File: src/rtl/prog_loader_pkg.sv
// Shared definitions for the UART program loader: receiver state encoding and word framing constants.
package prog_loader_pkg;

    typedef enum logic [1:0] {
        ST_IDLE  = 2'd0,
        ST_START = 2'd1,
        ST_DATA  = 2'd2,
        ST_STOP  = 2'd3
    } rx_state_e;

    localparam logic [31:0] EOP_MARKER = 32'hFFFF_FFFF;
    localparam int unsigned WORD_BYTES = 4;
    localparam int unsigned IDX_W      = $clog2(WORD_BYTES);

endpackage

File: src/rtl/uart_rx.sv
// 8N1 UART byte receiver: rx synchronizer, mid-bit sampling FSM, and one-cycle byte/frame-error strobes.
module uart_rx
    import prog_loader_pkg::*;
#(
    parameter int unsigned CLKS_PER_BIT = 434
) (
    input  logic       clk,
    input  logic       rst_n,
    input  logic       rx_i,
    input  logic       en_i,
    output logic [7:0] byte_o,
    output logic       byte_valid_o,
    output logic       frame_err_o,
    output logic       busy_o
);

    localparam int unsigned TW = (CLKS_PER_BIT > 2) ? $clog2(CLKS_PER_BIT) : 1;
    localparam logic [TW-1:0] BIT_END  = TW'(CLKS_PER_BIT - 1);
    localparam logic [TW-1:0] HALF_END = TW'(CLKS_PER_BIT / 2 - 1);

    logic [1:0]    sync_q;
    rx_state_e     state_q, state_d;
    logic [TW-1:0] timer_q, timer_d;
    logic [2:0]    bit_cnt_q, bit_cnt_d;
    logic [7:0]    shift_q, shift_d;
    logic          byte_valid_q, byte_valid_d;
    logic          frame_err_q, frame_err_d;
    logic          rx_s;

    assign rx_s = sync_q[1];

    always_ff @(posedge clk or negedge rst_n) begin
        if (!rst_n) begin
            sync_q       <= 2'b11;
            state_q      <= ST_IDLE;
            timer_q      <= '0;
            bit_cnt_q    <= '0;
            shift_q      <= '0;
            byte_valid_q <= 1'b0;
            frame_err_q  <= 1'b0;
        end else begin
            sync_q       <= {sync_q[0], rx_i};
            state_q      <= state_d;
            timer_q      <= timer_d;
            bit_cnt_q    <= bit_cnt_d;
            shift_q      <= shift_d;
            byte_valid_q <= byte_valid_d;
            frame_err_q  <= frame_err_d;
        end
    end

    // Disabling aborts any frame in flight; stop-bit decision hands straight back to IDLE.
    always_comb begin
        state_d      = state_q;
        timer_d      = timer_q;
        bit_cnt_d    = bit_cnt_q;
        shift_d      = shift_q;
        byte_valid_d = 1'b0;
        frame_err_d  = 1'b0;
        if (!en_i) begin
            state_d   = ST_IDLE;
            timer_d   = '0;
            bit_cnt_d = '0;
        end else begin
            case (state_q)
                ST_IDLE: begin
                    timer_d = '0;
                    if (!rx_s) state_d = ST_START;
                end
                ST_START: begin
                    if (timer_q == HALF_END) begin
                        timer_d   = '0;
                        bit_cnt_d = '0;
                        state_d   = rx_s ? ST_IDLE : ST_DATA;
                    end else begin
                        timer_d = timer_q + TW'(1);
                    end
                end
                ST_DATA: begin
                    if (timer_q == BIT_END) begin
                        timer_d   = '0;
                        shift_d   = {rx_s, shift_q[7:1]};
                        bit_cnt_d = bit_cnt_q + 3'd1;
                        if (bit_cnt_q == 3'd7) state_d = ST_STOP;
                    end else begin
                        timer_d = timer_q + TW'(1);
                    end
                end
                ST_STOP: begin
                    if (timer_q == BIT_END) begin
                        timer_d      = '0;
                        state_d      = ST_IDLE;
                        byte_valid_d = rx_s;
                        frame_err_d  = !rx_s;
                    end else begin
                        timer_d = timer_q + TW'(1);
                    end
                end
                default: state_d = ST_IDLE;
            endcase
        end
    end

    assign byte_o       = shift_q;
    assign byte_valid_o = byte_valid_q;
    assign frame_err_o  = frame_err_q;
    assign busy_o       = (state_q != ST_IDLE);

endmodule

File: src/rtl/prog_loader.sv
// UART program loader: assembles big-endian 32-bit words from received bytes and writes them to
// instruction memory at consecutive addresses until the end-of-program marker arrives.
module prog_loader
    import prog_loader_pkg::*;
#(
    parameter int unsigned CLKS_PER_BIT = 434,
    parameter logic [31:0] BASE_ADDR    = 32'h0
) (
    input  logic        clk,
    input  logic        reset,
    input  logic        rx,
    input  logic        load_en,
    output logic        mem_we,
    output logic [31:0] mem_addr,
    output logic [31:0] mem_wdata,
    output logic        busy,
    output logic        done,
    output logic        frame_err,
    output logic [15:0] word_count
);

    logic             rx_en;
    logic [7:0]       rx_byte;
    logic             rx_valid;
    logic             rx_ferr;
    logic             rx_busy;

    logic             load_en_q;
    logic             lockout_q, lockout_d;
    logic [IDX_W-1:0] byte_idx_q, byte_idx_d;
    logic [31:0]      wdata_q, wdata_d;
    logic [31:0]      addr_q, addr_d;
    logic [15:0]      count_q, count_d;
    logic             we_q, we_d;
    logic             done_q, done_d;
    logic             ferr_q, ferr_d;
    logic [31:0]      word_c;

    assign rx_en = load_en & ~lockout_q;

    uart_rx #(
        .CLKS_PER_BIT(CLKS_PER_BIT)
    ) u_rx (
        .clk         (clk),
        .rst_n       (reset),
        .rx_i        (rx),
        .en_i        (rx_en),
        .byte_o      (rx_byte),
        .byte_valid_o(rx_valid),
        .frame_err_o (rx_ferr),
        .busy_o      (rx_busy)
    );

    always_ff @(posedge clk or negedge reset) begin
        if (!reset) begin
            load_en_q  <= 1'b0;
            lockout_q  <= 1'b0;
            byte_idx_q <= '0;
            wdata_q    <= '0;
            addr_q     <= BASE_ADDR;
            count_q    <= '0;
            we_q       <= 1'b0;
            done_q     <= 1'b0;
            ferr_q     <= 1'b0;
        end else begin
            load_en_q  <= load_en;
            lockout_q  <= lockout_d;
            byte_idx_q <= byte_idx_d;
            wdata_q    <= wdata_d;
            addr_q     <= addr_d;
            count_q    <= count_d;
            we_q       <= we_d;
            done_q     <= done_d;
            ferr_q     <= ferr_d;
        end
    end

    assign word_c = {wdata_q[23:0], rx_byte};

    // Word assembly, post-write address/count advance, and load_en edge handling.
    always_comb begin
        lockout_d  = lockout_q;
        byte_idx_d = byte_idx_q;
        wdata_d    = wdata_q;
        addr_d     = addr_q;
        count_d    = count_q;
        ferr_d     = ferr_q;
        we_d       = 1'b0;
        done_d     = 1'b0;
        if (we_q) begin
            addr_d = addr_q + 32'd4;
            if (count_q != 16'hFFFF) count_d = count_q + 16'd1;
        end
        if (!load_en) begin
            byte_idx_d = '0;
            lockout_d  = 1'b0;
        end else begin
            if (!load_en_q) begin
                addr_d    = BASE_ADDR;
                count_d   = '0;
                ferr_d    = 1'b0;
                lockout_d = 1'b0;
            end
            if (rx_ferr) ferr_d = 1'b1;
            if (rx_valid && !lockout_q) begin
                wdata_d    = word_c;
                byte_idx_d = byte_idx_q + IDX_W'(1);
                if (byte_idx_q == IDX_W'(WORD_BYTES - 1)) begin
                    if (word_c == EOP_MARKER) begin
                        done_d    = 1'b1;
                        lockout_d = 1'b1;
                    end else begin
                        we_d = 1'b1;
                    end
                end
            end
        end
    end

    assign mem_we     = we_q;
    assign mem_addr   = addr_q;
    assign mem_wdata  = wdata_q;
    assign done       = done_q;
    assign frame_err  = ferr_q;
    assign word_count = count_q;
    assign busy       = rx_busy | (byte_idx_q != '0);

endmodule

File: config.mk
export PLATFORM = sky130hd
export DESIGN_NAME = prog_loader
export DESIGN_NICKNAME = d
export VERILOG_FILES = /design/src/rtl/prog_loader_pkg.sv /design/src/rtl/uart_rx.sv /design/src/rtl/prog_loader.sv
export SDC_FILE = /design/constraint.sdc
export NUM_CORES = 1
export LEC_CHECK = 0
export CORE_ASPECT_RATIO = 1.1
export CORE_UTILIZATION = 55
export CTS_BUF_LIST = sky130_fd_sc_hd__clkbuf_4 sky130_fd_sc_hd__clkbuf_8
export DETAILED_ROUTE_END_ITERATION = 8
export PLACE_DENSITY = 0.82
export SLEW_MARGIN = 5
export SYNTH_ARGS = -nofsm -noshare
export SYNTH_HDL_FRONTEND = slang
export SYNTH_SLANG_ARGS = --single-unit
File: constraint.sdc
create_clock -name clk -period 2.6 [get_ports clk]
set_clock_uncertainty 0.05 [all_clocks]
set_input_delay 0.78 -clock clk [delete_from_list [all_inputs] [get_ports clk]]
set_output_delay 0.78 -clock clk [all_outputs]
set_load 0.005 [all_outputs]
[Yosys cells after proc, flatten, opt, wreduce, memory -nomap -nowiden]
Cells that the tools add are included.
Word-level totals
  logic and storage cells: 99
  output and inout port bits: 84
  input bits: 4
  register bits: 113
Operators by class
  eq/ne operators: 17
  bitwise gates (word level): 3
  multiplexer cells: 46
  add/subtract/negate cells: 5
  reductions and logical operators: 12
Operator list (count)
  $mux 32: 3
  $mux 16: 4
  $add 32x3->32 const B: 1
  $eq 32x32->1 const B: 1
  $mux 9: 3
  $pmux 9 s3: 1
  $mux 1: 21
  $mux 2: 9
  $ne 3x3->1 const B: 6
  $add 16x1->16 const B: 1
  $ne 16x16->1 const B: 1
  $add 9x1->9 const B: 1
  $eq 9x8->1 const B: 1
  $eq 9x9->1 const B: 1
  $mux 3: 3
  $pmux 2 s4: 1
  $eq 2x2->1 const B: 3
  $pmux 3 s2: 1
  $reduce_and 3->1: 2
  $reduce_and 5->1: 1
  $ne 2x1->1 const B: 2
  $reduce_and 2->1: 2
  $reduce_bool 2->1: 2
  $add 3x1->3 const B: 1
  10 further kinds: 11

[Depth between registers and ports, before layout]
  word-level depth: 5
  mapped depth: 7
  gate-level depth less buffers: 6

[Hierarchy]
Synthesis repeated with hierarchy kept, for this count alone.
Second synthesis, totals
  cell total of the unflattened synthesis: 479
  area, all modules: 5267.6 µm²
By module, submodules not included
  prog_loader: times used 1, cells an instance 372, seq. area each 2127.0 µm², area an instance 4012.6 µm²
  uart_rx: times used 1, cells an instance 107, seq. area each 653.1 µm², area an instance 1255.0 µm²

[Worst setup path before layout]
Ideal clock, no wire load.
  path kind: input port to flip-flop
  start point: input port load_en
  end point: register u_rx.shift_q[0] (netlist: u_rx.byte_o[0])
  arrival: 2009 ps
  data required time: 2425 ps
  path buffers: 2
  setup time: 125 ps
  stages: 5
  slack: 416 ps
  cells stage by stage: clkbuf_1 nand2b_1 or4_1 buf_2 mux2_2
Between the ends
  cells in the longest elaborated chain, start to end: 2
RTL lines
  start, declared: RTL line prog_loader.sv:12  | input logic load_en,
  $and 1x1->1: RTL line prog_loader.sv:39  | assign rx_en = load_en & ~lockout_q;
  $reduce_and 3->1 (no source line)
  end signal, assigned: RTL line uart_rx.sv:46  | shift_q <= shift_d;
  end, declared: RTL line uart_rx.sv:25  | logic [7:0] shift_q, shift_d;
Every way passes these cells.
A chain may end at the register's enable or synchronous reset.

[Worst setup path after layout]
  start point: register byte_idx_q[0]
  end point: output port busy
Between the ends
  cells in the longest elaborated chain, start to end: 2
RTL lines
  start, declared: RTL line prog_loader.sv:30  | logic [IDX_W-1:0] byte_idx_q, byte_idx_d;
  start signal, assigned: RTL line prog_loader.sv:68  | byte_idx_q <= byte_idx_d;
  $reduce_bool 2->1: RTL line prog_loader.sv:126  | assign busy = rx_busy | (byte_idx_q != '0);
  $or 1x1->1: RTL line prog_loader.sv:126
  end, declared: RTL line prog_loader.sv:16  | output logic busy,
Every way passes these cells.

==> run summary <==
post-layout minimum cycle time -> 2.38 ns
CTS Buf Count -> 9
ys flop type -> dfrtp_1
Max Freq -> 420 MHz
worst setup path endpoint -> busy
clock latency on the worst-skew pair -> 0.36 ns
max_cap viols -> 0
Critical Path Max Stage Delay -> 0.49 ns
Initial DRC Count -> 183
pre-CTS WS -> 0.0339 ns
largest net degree at the start of global routing -> 46
Mapped Cells -> 483
Seq/Total Area, Yosys -> 53.2%
Setup crit end kind -> primary output
synth warn -> 0
synth unique cells -> 55
Critical Path, Cell by Cell -> inv_1 -> ha_1 -> nand2_1 -> clkdlybuf4s50_1
antenna-violating nets left -> 0
# rows -> 36
IO buf count -> 85
core box area -> 9050 sq um
relative slew slack -> 56.7%
Mapped Area -> 5230 sq um
routed via count -> 4157
synthesis-stage register bit count -> 111
Die H -> 104 um
Worst Setup SP -> byte_idx_q[0]
PwrDens -> 463 nW/um^2
residual DRC count -> 0
Post-CTS Hold Buffers -> 0
RSZ-0062 raised after global routing -> no
Ant. Diodes -> 0
die width -> 95.0 um
Sink Count -> 111
CP Depth -> 4
TritonCTS clock tree -> done
Overflow after GRT -> 0
result of the run -> finished, final reports clean
worst path arrival time -> 1.55 ns
endpoints failing hold -> 0
switching part of the total power -> 23.1%
layout net count -> 586
Post-Route WL -> 11.6 mm
H-tree levels -> 3
R2R cell count -> 4
final hold slack -> 0.312 ns
FF-to-FF End -> mem_addr[27]
Clock Pin Slew Worst Setup and Hold Paths -> 0.11 ns
Min-Delay Path Class -> reg2reg
flop-to-flop setup slack -> 0.28 ns
first-pass GRT wire length -> 19.3 mm
initial core utilization -> 57.8%
EDFF count, synth -> 0
TritonRoute pass-1 iters -> 5
Final Instance Area -> 6500 sq um
clock root buffer master -> clkbuf_8
P_int -> 2.32 mW
detailed-route vias per instance -> 6.01
maximum VDD drop -> 0.446 mV
share of cells above drive strength 1 -> 14.9%
fillers -> 676
clock share of power -> 39.3%
critical setup path kind -> reg2out
Combinational Power Share -> 3.1%
Avg WL per Cell -> 16.8 um
initial antenna violation count -> 0
switching pwr -> 0.696 mW
Placed Area -> 6280 sq um
sequential share of power -> 57.6%
period utilization -> 91.5%
DIE AREA -> 9900 sq um
setup tns final -> 0 ns
endpoints failing setup -> 0
I/O pins -> 88
Final Max Tran Viols -> 0
Critical Path RT -> 1.77 ns
Tot GR Track Use -> 24.6%
global placement routability congestion -> 0.842
Clock Path Buffers -> 2
min-delay src -> u_rx.sync_q[0]
Crit path buffers/inverters -> 2
number of global-route vias before repair -> 4017
Post-synth ARST share -> 100%
worst slew pin tran -> 0.645 ns
post-CTS sizing -> 0
Mapped Avg Cell Area -> 10.8 sq um
Post-CTS Setup Inserts -> 0
Setup WS post-layout -> 0.220 ns
Worst path slowest cell -> clkdlybuf4s50_1
Leak -> 2.77 nW
HPWL Detailed -> 8.22 mm
Area Growth Syn to Fin -> 24.4%
kind of start point of the critical path -> register
Critical R2R Launch -> mem_addr[6]
crit-path max FO -> 2
Top delay family on crit path -> buffers and inverters
cells by family after synthesis:
kind of cell             Yosys count  synth area share (%)
XOR/XNOR                          18                  3.01
AO/OA/AOI/OAI                     75                  8.95
flip-flops                       111                  53.2
AND/OR/NAND/NOR                  182                  19.8
other                              1                0.0717
adder cells (fa/ha/maj)            9                  2.15
multiplexers                      44                  9.38
buffers and inverters             43                  3.49
power groups by stage:
stage               registers, mW  logic, mW  clock network [mW]
finish                       1.74     0.0933                1.18
global route                 1.74      0.107                1.25
CTS                          1.74     0.0960                1.19
detailed placement           1.77     0.0952                   0
global placement             1.77     0.0925                   0
floorplan                    1.77     0.0305                   0
how the worst min path moves through the flow:
stage	end	slack (ns)	cells past startpoint
floorplan	u_rx.sync_q[1]	0.30	0
global placement	u_rx.sync_q[1]	0.30	0
detailed placement	u_rx.sync_q[1]	0.30	0
CTS	u_rx.sync_q[1]	0.31	0
global route	u_rx.sync_q[1]	0.32	0
finish	u_rx.sync_q[1]	0.31	0
through the flow:
step | util, % | power [mW] | instances
global placement | 69.3 | 1.86 | 676
global route | 71.8 | 3.10 | 692
floorplan | - | 1.80 | 484
finish | 71.8 | 3.01 | 692
detailed placement | 69.3 | 1.87 | 676
CTS | 71.8 | 3.02 | 692
routing by layer:
| metal | global-route usage [%] | vias up | share of wire, % |
|---|---|---|---|
| met4 | 7.90 | 0 | 1.8 |
| li1 | - | 1954 | - |
| met2 | 40.4 | 103 | 50 |
| met3 | 3.00 | 20 | 3.7 |
| met1 | 33.9 | 2080 | 44 |
| met5 | 0 | - | 0 |
cell usage in the layout, fill, tap and decap left out, types with 4 or more instances in the layout:
| cell type | n |
|---|---|
| nor4_1 | 10 |
| and3_1 | 5 |
| a31oi_1 | 6 |
| nand2b_1 | 5 |
| or3_1 | 6 |
| clkbuf_8 | 9 |
| xnor2_1 | 12 |
| mux2_2 | 40 |
| or4_1 | 17 |
| nor2_1 | 29 |
| mux2i_1 | 4 |
| nand2_1 | 32 |
| xor2_1 | 6 |
| nand3_1 | 19 |
| ha_1 | 9 |
| a21oi_1 | 28 |
| o31ai_1 | 14 |
| and4_1 | 6 |
| nand4_1 | 22 |
| nor3_1 | 9 |
| and2_1 | 4 |
| inv_1 | 19 |
| dfrtp_1 | 109 |
| nor2b_1 | 4 |
| o21ai_0 | 11 |
| clkdlybuf4s50_1 | 84 |
| buf_4 | 14 |
synthesized netlist by cell type, drive strengths merged, types with 2 or more instances:
cell type  count  share of area, %
dfstp          2               1.0
and3           5              0.60
nor2b          5              0.60
inv           20               1.4
nor3           9              0.86
and4           6               1.0
dfrtp        109                52
o31ai         14               2.0
xnor2         12               2.0
o22ai          3              0.36
xor2           6               1.0
and2           4              0.48
buf           14               1.4
nor2          29               2.1
a31oi          6              0.72
nand3         20               2.0
ha             9               2.2
a211oi         2              0.29
o21ai         12               1.1
nand2b         5              0.60
nor4          12               1.7
or2            2              0.24
o311ai         2              0.33
or4           17               2.4
clkbuf         9              0.65
mux2          40               8.6
nand4         23               2.9
a21oi         28               2.7
or3            7              0.93
nand2         32               2.3
mux2i          4              0.77
registers in the layout (all words and copies together), names as in the netlist, 2 cells and up:
name / cells
byte_idx_q: 2
mem_addr: 30
mem_wdata: 32
u_rx.bit_cnt_q: 3
u_rx.byte_o: 8
u_rx.state_q: 2
u_rx.sync_q: 2
u_rx.timer_q: 9
word_count: 16
area by class of cell:
class | instances | area [sq um] | share of cell area (%)
flip-flops and latches | 111 | 2780 | 42.7
multi-input cells | 330 | 2270 | 34.9
clock buffers | 9 | 124 | 1.90
inverters | 20 | 75.1 | 1.15
clock inverters | 7 | 104 | 1.60
repair buffers | 101 | 1010 | 15.5
well taps | 114 | 143 | 2.19
(Power assumes the default switching activity.)
